===== config.mk =====
export PLATFORM = sky130hd
export DESIGN_NAME = fm_param_meas
export DESIGN_NICKNAME = d
export VERILOG_FILES = /design/src/rtl/fm_param_meas.sv
export SDC_FILE = /design/constraint.sdc
export NUM_CORES = 1
export LEC_CHECK = 0
export BUFFER_PORTS_ARGS = -buffer_cell sky130_fd_sc_hd__buf_2
export CAP_MARGIN = 10
export CORE_ASPECT_RATIO = 0.9
export CORE_UTILIZATION = 30
export CTS_CLUSTER_DIAMETER = 40
export DETAILED_ROUTE_END_ITERATION = 10
export PLACE_DENSITY = 0.49
export SLEW_MARGIN = 40
export SYNTH_ARGS = -nofsm -noshare
export SYNTH_HDL_FRONTEND = slang
export SYNTH_SLANG_ARGS = --single-unit

===== constraint.sdc =====
create_clock -name clk_32m -period 8.3 [get_ports clk_32m]
set_clock_uncertainty 0.2 [all_clocks]
set_input_delay 0.83 -clock clk_32m [delete_from_list [all_inputs] [get_ports clk_32m]]
set_output_delay 0.83 -clock clk_32m [all_outputs]
set_load 0.02 [all_outputs]

===== src/rtl/fm_param_meas.sv =====
// FM modulating-signal meter: counts hysteretic rising zero crossings and tracks the
// min/max of the demodulated baseband over a fixed gate of accepted samples.
//
// state      | meaning
// ST_IDLE    | after reset, waiting for the first accepted sample
// ST_MEASURE | gate in progress, accumulating crossings and min/max
// ST_UPDATE  | one cycle: publish results, start the next gate
module fm_param_meas #(
   parameter int GATE_SAMPLES = 3_200_000,
   parameter int FREQ_SCALE   = 10,
   parameter int HYST         = 16
) (
   input  logic        clk_32m,
   input  logic        rst,
   input  logic        en,
   input  logic [9:0]  demod_in,
   output logic [12:0] mod_freq,
   output logic [10:0] vpp,
   output logic        meas_valid,
   output logic        sig_lost
);

   localparam int                CW       = (GATE_SAMPLES > 1) ? $clog2(GATE_SAMPLES) : 1;
   localparam logic [CW-1:0]     LAST     = CW'(GATE_SAMPLES - 1);
   localparam logic signed [10:0] HYST_POS = 11'(HYST);
   localparam logic signed [10:0] HYST_NEG = 11'(-HYST);
   localparam logic [12:0]       CNT_MAX  = 13'h1FFF;

   typedef enum logic [1:0] {ST_IDLE, ST_MEASURE, ST_UPDATE} state_t;

   state_t             state_q, state_d;
   logic               in_vld_q, in_vld_d;
   logic signed [9:0]  in_s_q, in_s_d;
   logic [CW-1:0]      gate_cnt_q, gate_cnt_d;
   logic signed [9:0]  smax_q, smax_d, smin_q, smin_d;
   logic [12:0]        xcnt_q, xcnt_d;
   logic               det_hi_q, det_hi_d;
   logic [12:0]        mod_freq_q, mod_freq_d;
   logic [10:0]        vpp_q, vpp_d;
   logic               meas_valid_q, meas_valid_d;
   logic               sig_lost_q, sig_lost_d;

   logic signed [10:0] s_ext;
   logic [31:0]        prod;
   logic [CW-1:0]      cnt_base;
   logic [12:0]        xcnt_base;

   assign s_ext = {in_s_q[9], in_s_q};
   assign prod  = 32'(xcnt_q) * 32'(FREQ_SCALE);

   always_comb begin
      // Offset binary to two's complement is just an MSB flip.
      in_vld_d     = en;
      in_s_d       = {~demod_in[9], demod_in[8:0]};
      state_d      = state_q;
      gate_cnt_d   = gate_cnt_q;
      smax_d       = smax_q;
      smin_d       = smin_q;
      xcnt_d       = xcnt_q;
      det_hi_d     = det_hi_q;
      mod_freq_d   = mod_freq_q;
      vpp_d        = vpp_q;
      sig_lost_d   = sig_lost_q;
      meas_valid_d = 1'b0;
      cnt_base     = gate_cnt_q;
      xcnt_base    = xcnt_q;

      if (state_q == ST_UPDATE) begin
         mod_freq_d   = (prod > 32'(CNT_MAX)) ? CNT_MAX : prod[12:0];
         vpp_d        = {smax_q[9], smax_q} - {smin_q[9], smin_q};
         sig_lost_d   = (xcnt_q < 13'd2);
         meas_valid_d = 1'b1;
         state_d      = ST_MEASURE;
         gate_cnt_d   = '0;
         xcnt_d       = '0;
         cnt_base     = '0;
         xcnt_base    = '0;
      end

      // A sample staged during UPDATE becomes sample 0 of the next gate here.
      if (in_vld_q) begin
         if (cnt_base == '0) begin
            smax_d = in_s_q;
            smin_d = in_s_q;
         end else begin
            if (in_s_q > smax_q) smax_d = in_s_q;
            if (in_s_q < smin_q) smin_d = in_s_q;
         end
         xcnt_d = xcnt_base;
         if (!det_hi_q && (s_ext > HYST_POS)) begin
            det_hi_d = 1'b1;
            if (xcnt_base != CNT_MAX) xcnt_d = xcnt_base + 13'd1;
         end else if (det_hi_q && (s_ext < HYST_NEG)) begin
            det_hi_d = 1'b0;
         end
         if (cnt_base == LAST) begin
            state_d    = ST_UPDATE;
            gate_cnt_d = '0;
         end else begin
            state_d    = ST_MEASURE;
            gate_cnt_d = cnt_base + 1'b1;
         end
      end
   end

   always_ff @(posedge clk_32m) begin
      if (rst) begin
         state_q      <= ST_IDLE;
         in_vld_q     <= 1'b0;
         in_s_q       <= '0;
         gate_cnt_q   <= '0;
         smax_q       <= '0;
         smin_q       <= '0;
         xcnt_q       <= '0;
         det_hi_q     <= 1'b0;
         mod_freq_q   <= '0;
         vpp_q        <= '0;
         meas_valid_q <= 1'b0;
         sig_lost_q   <= 1'b1;
      end else begin
         state_q      <= state_d;
         in_vld_q     <= in_vld_d;
         in_s_q       <= in_s_d;
         gate_cnt_q   <= gate_cnt_d;
         smax_q       <= smax_d;
         smin_q       <= smin_d;
         xcnt_q       <= xcnt_d;
         det_hi_q     <= det_hi_d;
         mod_freq_q   <= mod_freq_d;
         vpp_q        <= vpp_d;
         meas_valid_q <= meas_valid_d;
         sig_lost_q   <= sig_lost_d;
      end
   end

   assign mod_freq   = mod_freq_q;
   assign vpp        = vpp_q;
   assign meas_valid = meas_valid_q;
   assign sig_lost   = sig_lost_q;

endmodule


Word level (Yosys, flattened, before mapping)
Cells that the tools add are included.
{"block": "totals", "in_bits": 13, "ff_bits": 95}
{"block": "op_classes", "n_mux": 18, "n_lt_le_gt_ge": 6, "eq_ne": 3, "n_addsub": 3, "n_mul": 1, "n_reduce_logical": 11, "bitwise": 1}
{"operator": "22-bit 2-to-1 mux", "count": 3}
{"operator": "13-bit 2-to-1 mux", "count": 5}
{"operator": "10-bit 2-to-1 mux", "count": 4}
{"operator": "22-bit by 1-bit adder with 22-bit output, second input constant", "count": 1}
{"operator": "22-bit equality test, second input constant", "count": 1}
{"operator": "22-bit zero test", "count": 1}
{"operator": "17-bit by 13-bit greater-than comparator with 1-bit output, second input constant", "count": 1}
{"operator": "13-bit by 3-bit multiplier with 16-bit output, second input constant", "count": 1}
{"operator": "13-bit by 1-bit adder with 13-bit output, second input constant", "count": 1}
{"operator": "13-bit by 2-bit < comparator with 1-bit output, second input constant", "count": 1}
{"operator": "13-bit != test, second input constant", "count": 1}
{"operator": "10-bit by 10-bit subtractor with 11-bit output", "count": 1}
{"operator": "10-bit greater-than comparator", "count": 1}
{"operator": "10-bit by 6-bit greater-than comparator with 1-bit output, second input constant", "count": 1}
{"operator": "10-bit < comparator", "count": 1}
{"operator": "10-bit by 5-bit < comparator with 1-bit output, second input constant", "count": 1}
{"operator": "2-bit nonzero test", "count": 4}
{"operator": "2-bit 2-to-1 mux", "count": 3}
{"operator": "2-bit AND reduction", "count": 3}
{"operator": "1-bit 2-to-1 mux", "count": 3}
{"operator": "2-bit equality test, second input constant", "count": 1}
{"operator": "1-bit logical AND", "count": 2}
{"operator": "1-bit zero test", "count": 1}
{"operator": "1-bit inverter", "count": 1}

Longest topological paths before layout
Gate-level depths: netlist (run 1).
{"block": "logic_depth", "depth_word": 6, "ltp_mapped": 12, "ltp_nobuf": 10}

Least setup slack after synthesis (run 1)
No wires, ideal clock.
{"block": "synth_timing", "path_type": "reg2reg", "startpoint": "register xcnt_q[3]", "endpoint": "register mod_freq_q[1], in the netlist mod_freq[1]", "synth_period_minus_slack_ns": 2.860, "required_ns": 7.965, "setup_slack_ns": 5.440, "stages_incl_launch_ff": 11, "t_arrival_ns": 2.525, "n_path_buf": 1, "cell_sequence": "dfxtp_1 ha_1 ha_1 fa_1 a21o_2 a221oi_1 o21ai_0 nand3_1 and4_4 buf_6 a311oi_2"}
{"block": "synth_via", "elab_chain_len": 3}
{"item": "start, declared", "line_no": "36", "source": "logic [12:0] xcnt_q, xcnt_d;"}
{"item": "start signal, assigned", "line_no": "127", "source": "xcnt_q <= xcnt_d;"}
{"item": "13-bit by 3-bit multiplier with 16-bit output", "line_no": "49", "source": "assign prod = 32'(xcnt_q) * 32'(FREQ_SCALE);"}
{"item": "17-bit by 13-bit greater-than comparator with 1-bit output", "line_no": "69", "source": "mod_freq_d = (prod > 32'(CNT_MAX)) ? CNT_MAX : prod[12:0];"}
{"item": "13-bit 2-to-1 mux", "line_no": "69"}
{"item": "end signal, assigned", "line_no": "129", "source": "mod_freq_q <= mod_freq_d;"}
{"item": "end, declared", "line_no": "38", "source": "logic [12:0] mod_freq_q, mod_freq_d;"}
No other way between the ends.
A chain may end at the register's enable or synchronous reset.

Worst setup path in the final report (run 1)
{"block": "layout_timing", "startpoint": "register xcnt_q[3]", "endpoint": "register mod_freq_q[9], in the netlist mod_freq[9]"}
{"block": "layout_via", "elab_chain_len": 3}
{"item": "13-bit by 3-bit multiplier with 16-bit output *", "line_no": "49"}
{"item": "17-bit by 13-bit greater-than comparator with 1-bit output", "line_no": "69"}
{"item": "13-bit 2-to-1 mux *", "line_no": "69"}
Mark *: on every way between the ends. The rest lies on a longest branch, timed or not.

==> reports/qor.txt, run 1 <==
worst skew pair latency: 0.36 ns
hold_sp: vpp[4]
status: finished, final reports clean
ys async rst share: 0%
post-synthesis instance total: 643
critical path data required time: 8.30 ns
Critical Path AT: 3.18 ns
EDFF count, synth: 0
critical path class: flip-flop to flip-flop
initial antenna violation count: 0
vias in the first global route: 4415
fmax: 0.315 GHz
first-pass GRT wire length: 22300 um
Relative slew margins: 48.7%
synthesized flop and latch total: 95
setup TNS: 0 ns
RSZ-0062 raised after global routing: false
Synth-to-Final Area Change: 12.2%
Post-Syn Area: 0.00557 sq mm
largest family of logic cells by synthesized area: simple AND/OR/NAND/NOR gates
total grt overflow: 0
leakage power total: 2.57 nW
DIE AREA: 0.0191 sq mm
Worst setup EP type: flip-flop
fin crit share: 38.3%
CTS buffer count: 9
gr usage total: 14.5%
Critical path origin: xcnt_q[3]
starting density of the core: 31.1%
Root Driver: clkbuf_16
TritonCTS clock tree: done
PostCTS Resize Cnt: 0
global placer's final weighted congestion: 0.824
DR pass1 iterations: 4
nets: 735
startpoint types: flip-flop
DRC viols: 0
fin area: 0.00625 sq mm
FF-to-FF Start: xcnt_q[3]
max-cap violations: 0
number of hold buffers added after cts: 0
clock-pin slew on the worst setup and hold paths: 0.08 ns
DRT Wirelength: 13400 um
Post-Synth Simple-Gate Area: 24.0%
Yosys cell types: 66
post-route ant nets: 0
sequential area share after synthesis: 34.1%
Primary FF master, synth: dfxtp_1
Post-Synth Adder-Cell Area: 12.9%
Hold Path Class: flip-flop to flip-flop
XOR/XNOR Fraction of Synth Area: 5.98%
DP HPWL: 9800 um
I/O Buffers: 38
largest net degree at the start of global routing: 81
Final setup viols: 0
final hold vios: 0
Max Fanout on Critical Path: 13
post-CTS setup buffers: 0
Tightest Pin Transition: 0.769 ns
multiplexer area fraction after synthesis: 4.38%
clock sinks: 95
H-tree depth: 3
Post-DP Area: 0.00594 sq mm
routed wire length per instance: 14.7 um
area of the multi-input gates: 0.00339 sq mm
post-synthesis compound-gate area fraction: 13.5%
routed vias/inst: 4.96
pwr dens: 161 mW/mm^2
share of layout cells above drive strength 1: 12.1%
synthesized area per cell: 8.66 sq um
Die W: 146 um
# fillers: 1866
ant diodes: 0
number of cell rows: 46
detailed-route via count: 4516
Starting DRT DRC Count: 233
post-route minimum period: 3.18 ns
IO Pins: 39
sequential cell area: 0.00190 sq mm
core region area: 0.0179 sq mm
Slew Viols, Final: 0
CTS Buffer Depth: 2
Die Y: 131 um
maximum VDD drop: 0.0986 mV
yosys warns: 0
net count after synthesis: 712
Yosys cell counts (2+ instances only):
library cell	number	area share [%]
o21ai_0	19	1.7
dfxtp_1	95	34
a21o_1	5	0.67
nor2b_1	16	1.8
a2111oi_0	3	0.47
fa_1	2	0.72
ha_1	54	12
buf_6	2	0.40
or3_1	5	0.56
a211oi_1	8	1.1
a31oi_1	2	0.22
nor2_1	74	5.0
o211ai_1	3	0.40
inv_1	38	2.6
a21o_2	3	0.47
nor4_1	8	0.90
nand3_1	20	1.8
buf_1	3	0.20
a311oi_2	2	0.54
a21oi_2	2	0.31
buf_4	4	0.54
nor3_1	6	0.54
a311oi_1	10	1.6
nand3b_1	3	0.40
nand4_1	20	2.2
nand2_1	45	3.0
buf_2	6	0.54
mux2i_1	23	4.1
clkbuf_1	13	0.88
and4_1	2	0.31
and3_2	2	0.27
nor3b_1	3	0.40
and3_1	9	1.0
xnor2_1	18	2.8
a21oi_1	28	2.5
and2_1	4	0.45
xor2_1	20	3.1
o41ai_1	2	0.31
nand2b_1	34	3.8
worst paths after layout:
check | slack (ns) | to | cells after the start
setup / recovery | 5.12 | mod_freq[9] | 9
hold reg to reg | 0.27 | vpp[4] | 2
setup reg to reg | 5.12 | mod_freq[9] | 9
hold / removal | 0.27 | vpp[4] | 2
state kept, by name (all words and copies together) (netlist names):
register,flops
gate_cnt_q,22
state_q,2
xcnt_q,13
smax_q,10
in_s_q,10
mod_freq,13
vpp,11
meas_valid,1
smin_q,10
in_vld_q,1
det_hi_q,1
sig_lost,1
routing by layer:
| layer | global-route usage (%) | wire length [um] | vias up | share of wire, % |
|---|---|---|---|---|
| li1 | - | - | 2292 | - |
| met1 | 20.4 | 6940 | 2138 | 52 |
| met2 | 22.0 | 5780 | 77 | 43 |
| met3 | 3.65 | 501 | 9 | 3.8 |
| met4 | 3.57 | 130 | 0 | 0.97 |
| met5 | 0 | 0 | - | 0 |
layout by cell type, fill, tap and decap left out, types with 10 or more instances in the layout:
master / n
nor2_1: 74
a311oi_1: 10
nand2_1: 45
a21oi_1: 28
nand4_1: 20
buf_2: 38
dfxtp_1: 95
nand3_1: 20
nor2b_1: 15
nand2b_1: 34
xor2_1: 20
ha_1: 54
inv_1: 38
o21ai_0: 18
mux2i_1: 23
xnor2_1: 18
worst max-delay path: stages, from the launching register on:
cell and delay, ns:
dfxtp_1 0.51, ha_1 0.29, ha_1 0.22, fa_1 0.41, a21o_2 0.24, a221oi_1 0.37, o21ai_0 0.20, nand3_1 0.12
and4_4 0.34, a311oi_1 0.13
per-stage QoR:
step	power (W)	setup slack, ns	hold WS (ns)	std cells	util (%)
floorplan	0.000568	5.44	0.252	643	-
global placement	0.000597	5.20	0.260	895	33.2
detailed placement	0.000599	5.11	0.254	895	33.2
CTS	0.00103	5.10	0.266	911	34.9
global route	0.00106	4.90	0.291	911	34.9
finish	0.00101	5.12	0.266	911	34.9
logic make-up (layout without fill, tap and decap cells):
group	after synthesis	after routing
flops	95	95
mux	24	24
simple gates	258	258
buf+inv	67	95
xor+xnor	38	38
fa+ha+maj	56	56
compound gates	105	105
cell type report:
| class | count | area share (%) |
|---|---|---|
| multi-input cells | 481 | 54.3 |
| flip-flops and latches | 95 | 30.4 |
| clock inverters | 7 | 1.16 |
| well taps | 240 | 4.81 |
| repair buffers | 41 | 3.40 |
| inverters | 38 | 2.28 |
| clock buffers | 9 | 3.61 |
report_power, final:
group	switching, W	internal, W	leakage (nW)	total, W
Combinational	0.0000647	0.0000487	1.65	0.000113
Sequential	0.00000996	0.000465	0.770	0.000475
Clock	0.000208	0.000213	0.143	0.000421
Note: power is estimated with default switching activity, not from simulation.
==> run 2, diff against run 1 <==
Settings changed: ABC_AREA set to 1.
Clock period 8.3 ns to 3 ns, I/O delays scaled along.
==> reports/qor.txt, run 2 <==
post-route minimum period: 2.73 ns (-0.447 ns)
post-route ant nets: 0 (unchanged)
sequential area share after synthesis: 29.2% (-4.9 points)
Hold WS: 0.130 ns (-0.136 ns)
maximum single-stage delay on the critical path: 0.45 ns (-0.06 ns)
H-tree depth: 3 (unchanged)
Tightest Pin Transition: 0.585 ns (-0.184 ns)
crit-path cells: ha_1 -> ha_1 -> fa_1 -> nand3_1 -> nand3_1 -> nand2_1 -> nand2_1 -> nand2_1 -> nand2_1 -> nor2_1 -> nand2_2 -> o21ai_0 -> inv_1
Critical Path AT: 2.77 ns (-0.41 ns)
post-synthesis instance total: 984 (+53%)
yosys warns: 0 (unchanged)
TritonCTS clock tree: done
Die Y: 142 um (+8.0%)
worst skew pair latency: 0.35 ns (about the same)
IO Pins: 39 (unchanged)
max-cap violations: 0 (unchanged)
DR pass1 iterations: 5 (+1)
RSZ-0062 raised after global routing: false
fmax: 0.366 GHz (+16%)
detailed-route via count: 5961 (+32%)
most common cell after layout, fill and taps aside: nand2_1
Die W: 157 um (+8.0%)
fin crit share: 91.1% (+53 points)
Synth-to-Final Area Change: 13.8%
CTS buffer count: 9 (unchanged)
final hold vios: 0 (unchanged)
clock-pin slew on the worst setup and hold paths: 0.07 ns (about the same)
# fillers: 2316 (+24%)
cell with the most instances after synthesis: nand2_1
Post-Syn Area: 0.00651 sq mm (+17%)
Final Total Pwr: 0.00318 W (+220%)
total grt overflow: 0 (unchanged)
Worst setup EP type: flip-flop
Starting DRT DRC Count: 407 (+75%)
DRC viols: 0 (unchanged)
most frequent cells in the layout: nand2_1, inv_1, nor2_1, dfxtp_1, nand3_1
share of layout cells above drive strength 1: 11.2% (-0.90 points)
post-synth top area cell: dfxtp_1
startpoint types: flip-flop
leakage power total: 3.56 nW (+39%)
gr usage total: 15.7% (+1.1 points)
Root Driver: clkbuf_16
Primary FF master, synth: dfxtp_1
synthesized area per cell: 6.62 sq um (-24%)
Synth top cells by count: nand2_1, inv_1, nor2_1
setup TNS: 0 ns (unchanged)
cell mode on critical path: nand2_1
routed vias/inst: 4.53 (-8.6%)
maximum VDD drop: 0.274 mV (+180%)
DIE AREA: 0.0223 sq mm (+17%)
status: finished, final reports clean
Synth top area share: 29.2% (-4.9 points)
I/O Buffers: 38 (unchanged)
Hold Path Class: primary input to flip-flop
ys async rst share: 0% (unchanged)
pwr dens: 430 mW/mm^2 (+170%)
EDFF count, synth: 0 (unchanged)
CTS Buffer Depth: 2 (unchanged)
Final Util: 35.3% (+0.35 points)
critical path class: flip-flop to flip-flop
largest net degree at the start of global routing: 45 (-44%)
first-pass GRT wire length: 27800 um (+24%)
clock sinks: 95 (unchanged)
initial antenna violation count: 0 (unchanged)
max FFs per register: 22 (unchanged)
number of cell rows: 50 (+8.7%)
global placer's final weighted congestion: 0.834 (+1.2%)
critical path's top delay family: adder cells
largest register by flop count: gate_cnt_q
Slew Viols, Final: 0 (unchanged)
ant diodes: 0 (unchanged)
synth top area cells: dfxtp_1, nand2_1, ha_1
Relative slew margins: 61.0% (+12 points)
DP HPWL: 12100 um (+23%)
routed wire length per instance: 12.3 um (-16%)
net count after synthesis: 1053 (+48%)
nets: 1093 (+49%)
core region area: 0.0210 sq mm (+17%)
DRT Wirelength: 16200 um (+21%)
critical path data required time: 3.04 ns (-5.26 ns)
Yosys cell types: 45 (-32%)
synthesized flop and latch total: 95 (unchanged)
CP Buf/Inv Count: 1 (+1)
Max Fanout on Critical Path: 12 (-1)
Final setup viols: 0 (unchanged)
CP max stage cell: fa_1
starting density of the core: 31.0% (-0.14 points)
vias in the first global route: 5580 (+26%)
run 2: cell types whose count changed after synthesis, moves of 11 or more:
cell,delta
a21oi_1,+38
inv_1,+103
mux2i_1,-23
nand2_1,+170
nand2b_1,-34
nand3_1,+67
nand3_2,+12
nor2_1,+65
nor2b_1,-16
o21ai_0,+11
xnor2_1,-15
xor2_1,-13
run 2: final timing paths:
kind	startpoint	endpoint	slack (ns)	depth (start not counted)
max	xcnt_q[1]	mod_freq[7]	0.27	13
min	rst	in_s_q[2]	0.13	2
max reg2reg	xcnt_q[1]	mod_freq[7]	0.27	13
min reg2reg	vpp[10]	vpp[10]	0.27	2
run 2: timing repair:
action / 4_1_cts / 5_1_grt
resized for setup: 0 / 1
setup endpoints to repair: 0 / 12
hold endpoints to repair: 11 / 0
setup buffers: 0 / 0
hold buffers: 11 / 0
run 2: area by class of cell:
cell class | count | area, sq um | area share (%)
inverters | 144 | 541 | 7.29
repair buffers | 62 | 398 | 5.37
flip-flops and latches | 95 | 1900 | 25.7
well taps | 286 | 358 | 4.83
multi-input cells | 712 | 3860 | 52.1
clock buffers | 11 | 243 | 3.28
clock inverters | 5 | 105 | 1.42
run 2: cells by family after synthesis:
group | count (synthesis) | share of synthesized area [%]
xor gates and xnor gates | 10 | 1.35
and+or+nand+nor | 524 | 36.8
AOI/OAI and AO/OA | 122 | 10.0
buffers and inverters | 177 | 11.6
adders and majority gates | 56 | 11.0
DFF | 95 | 29.2
run 2: metrics by stage:
stage          worst slack, ns  instances  instance area (sq um)
3_3_place_gp             0.232       1288                   6950
6_report                 0.268       1315                   7410
5_1_grt                 0.0199       1315                   7410
2_1_floorplan            0.465        984                   6510
4_1_cts                  0.164       1315                   7410
3_5_place_dp             0.186       1288                   6950
run 2: metal layers:
metal | share of wire [%] | up-vias | GRT usage (%)
met5 | 0 | - | 0
met4 | 0.89 | 0 | 3.83
met3 | 2.5 | 7 | 3.15
met2 | 45 | 58 | 25.2
met1 | 51 | 2655 | 21.3
li1 | - | 3241 | -
run 2: power breakdown:
part	switching, W	internal (W)	total, W
Combinational	0.000309	0.000188	0.000497
Clock	0.000519	0.000839	0.00136
Sequential	0.0000315	0.00130	0.00133
==> run 3, diff against run 2 <==
Settings changed: CORE_MARGIN set to 2, CORE_UTILIZATION 30 to 45, PLACE_DENSITY 0.49 to 0.66.
==> reports/qor.txt, run 3 (same netlist as run 2, synthesis figures left out) <==
DIE AREA: 0.0154 sq mm (-31%)
share of layout cells above drive strength 1: 11.4% (+0.18 points)
Tightest Pin Transition: 0.442 ns (-0.143 ns)
gr usage total: 20.7% (+5.0 points)
Max Fanout on Critical Path: 6 (-6)
maximum VDD drop: 0.347 mV (+27%)
critical path class: flip-flop to flip-flop
global placer's final weighted congestion: 0.878 (+5.2%)
DR pass1 iterations: 4 (-1)
core region area: 0.0141 sq mm (-33%)
routed wire length on met2: 6780 um (-7.3%)
largest net degree at the start of global routing: 42 (-6.7%)
met3 routed WL: 519 um (+30%)
I/O Buffers: 38 (unchanged)
total grt overflow: 0 (unchanged)
first-pass GRT wire length: 25800 um (-7.0%)
highest routing layer actually used: met4
area of the multi-input gates: 0.00387 sq mm (about the same)
most frequent cells in the layout: nand2_1, inv_1, nor2_1, dfxtp_1, nand3_1
post-route minimum period: 2.80 ns (+0.0707 ns)
H-tree depth: 3 (unchanged)
Die W: 131 um (-17%)
startpoint types: flip-flop
clock-pin slew on the worst setup and hold paths: 0.07 ns (about the same)
crit-path cells: ha_1 -> ha_1 -> fa_1 -> nand3_1 -> nand3_1 -> nand2_1 -> nand2_1 -> nand2_1 -> nand2_1 -> nor2_2 -> nand2_1 -> o21ai_0 -> inv_1
fmax: 0.357 GHz (-2.5%)
max FFs per register: 22 (unchanged)
max-cap violations: 0 (unchanged)
Worst setup EP type: flip-flop
initial antenna violation count: 0 (unchanged)
leakage power total: 3.57 nW (+0.14%)
largest register by flop count: gate_cnt_q
routed vias/inst: 4.91 (+8.2%)
Critical Path AT: 2.85 ns (+0.08 ns)
post-route ant nets: 0 (unchanged)
detailed-route via count: 5999 (+0.64%)
final hold vios: 0 (unchanged)
starting density of the core: 46.3% (+15 points)
worst slack at placement: 0.111 ns (-0.0748 ns)
most common cell after layout, fill and taps aside: nand2_1
cell mode on critical path: nand2_1
Starting DRT DRC Count: 443 (+8.8%)
routed wire length per instance: 12.3 um (-0.33%)
worst skew pair latency: 0.36 ns (about the same)
Root Driver: clkbuf_16
Hold Path Class: primary input to flip-flop
TritonCTS clock tree: done
# fillers: 1432 (-38%)
final worst slack: 0.198 ns (-0.0707 ns)
Slew Viols, Final: 0 (unchanged)
wl on met1: 7490 um (-10%)
Final setup viols: 0 (unchanged)
RSZ-0062 raised after global routing: false
Critical path origin: xcnt_q[3]
CTS Buffer Depth: 2 (unchanged)
CP max stage cell: fa_1
clock sinks: 95 (unchanged)
DRC viols: 0 (unchanged)
FF-to-FF setup slack: 0.20 ns (-0.07 ns)
pwr dens: 407 mW/mm^2 (-5.3%)
FF-to-FF Start: xcnt_q[3]
status: finished, final reports clean
critical path data required time: 3.05 ns (about the same)
DRT Wirelength: 15000 um (-7.3%)
DP HPWL: 11100 um (-8.2%)
Die Y: 118 um (-17%)
path depth of the worst reg2reg path: 13 (unchanged)
CTS buffer count: 9 (unchanged)
nets: 1094 (+0.091%)
fin crit share: 93.4% (+2.4 points)
Relative slew margins: 70.5% (+9.5 points)
vias in the first global route: 5430 (-2.7%)
worst reg2reg endpoint: mod_freq[12]
Synth-to-Final Area Change: 11.6%
ant diodes: 0 (unchanged)
IO Pins: 39 (unchanged)
setup TNS: 0 ns (unchanged)
crit path to: mod_freq[12]
sequential cell area: 0.00190 sq mm (about the same)
maximum single-stage delay on the critical path: 0.44 ns (about the same)
post-CTS setup buffers: 0 (unchanged)
number of cell rows: 41 (-18%)
-- run 3: through the flow --
step | utilization (%) | hold WS (ns) | power (W) | instances | instance area [sq um]
after floorplan | - | 0.172 | 0.00174 | 984 | 6510
after detailed placement | 48.8 | 0.260 | 0.00184 | 1195 | 6860
after CTS | 51.6 | 0.0811 | 0.00300 | 1222 | 7260
after global placement | 48.8 | 0.256 | 0.00183 | 1195 | 6860
final | 51.7 | 0.0927 | 0.00296 | 1223 | 7270
after global routing | 51.7 | 0.0961 | 0.00313 | 1223 | 7270
-- run 3: worst max-delay path: cells and delay by family (launching register included) --
family / cells / cell delay, ns
adders and majority gates: 3 / 0.98
and+or+nand+nor: 8 / 0.90
DFF: 1 / 0.35
AOI/OAI and AO/OA: 1 / 0.20
buffers and inverters: 1 / 0.05
-- run 3: layer usage --
layer	global-route usage, %	vias to the layer above
met5	0	-
met4	6.45	0
met3	3.68	16
met2	32.2	97
met1	28.9	2636
li1	-	3250
-- run 3: worst min-delay path by stage --
stage	end	startpoint	cells after the start	slack, ns
3_3_place_gp	sig_lost	sig_lost	2	0.26
5_1_grt	in_s_q[9]	rst	2	0.1
3_5_place_dp	in_s_q[9]	demod_in[9]	2	0.26
6_report	in_s_q[9]	rst	2	0.09
2_1_floorplan	in_s_q[9]	demod_in[9]	1	0.17
4_1_cts	in_s_q[9]	rst	2	0.08
-- run 3: report_power, final --
part,switching (W),internal (W)
sequential,0.0000317,0.00130
combinational,0.000302,0.000189
clock,0.000539,0.000598
-- run 3: layout make-up --
class	count	share of cell area (%)
multi-input combinational	713	53.2
sequential	95	26.2
inverter	144	7.44
timing repair buffer	62	5.82
tap	193	3.32
clock buffer	10	3.29
clock inverter	6	0.706
-- run 3: what timing repair did --
action                                 4_1_cts  5_1_grt
setup endpoints to repair                    0       12
hold buffers                                11        0
endpoints found under the hold margin       11        0
resized for setup                            0        5
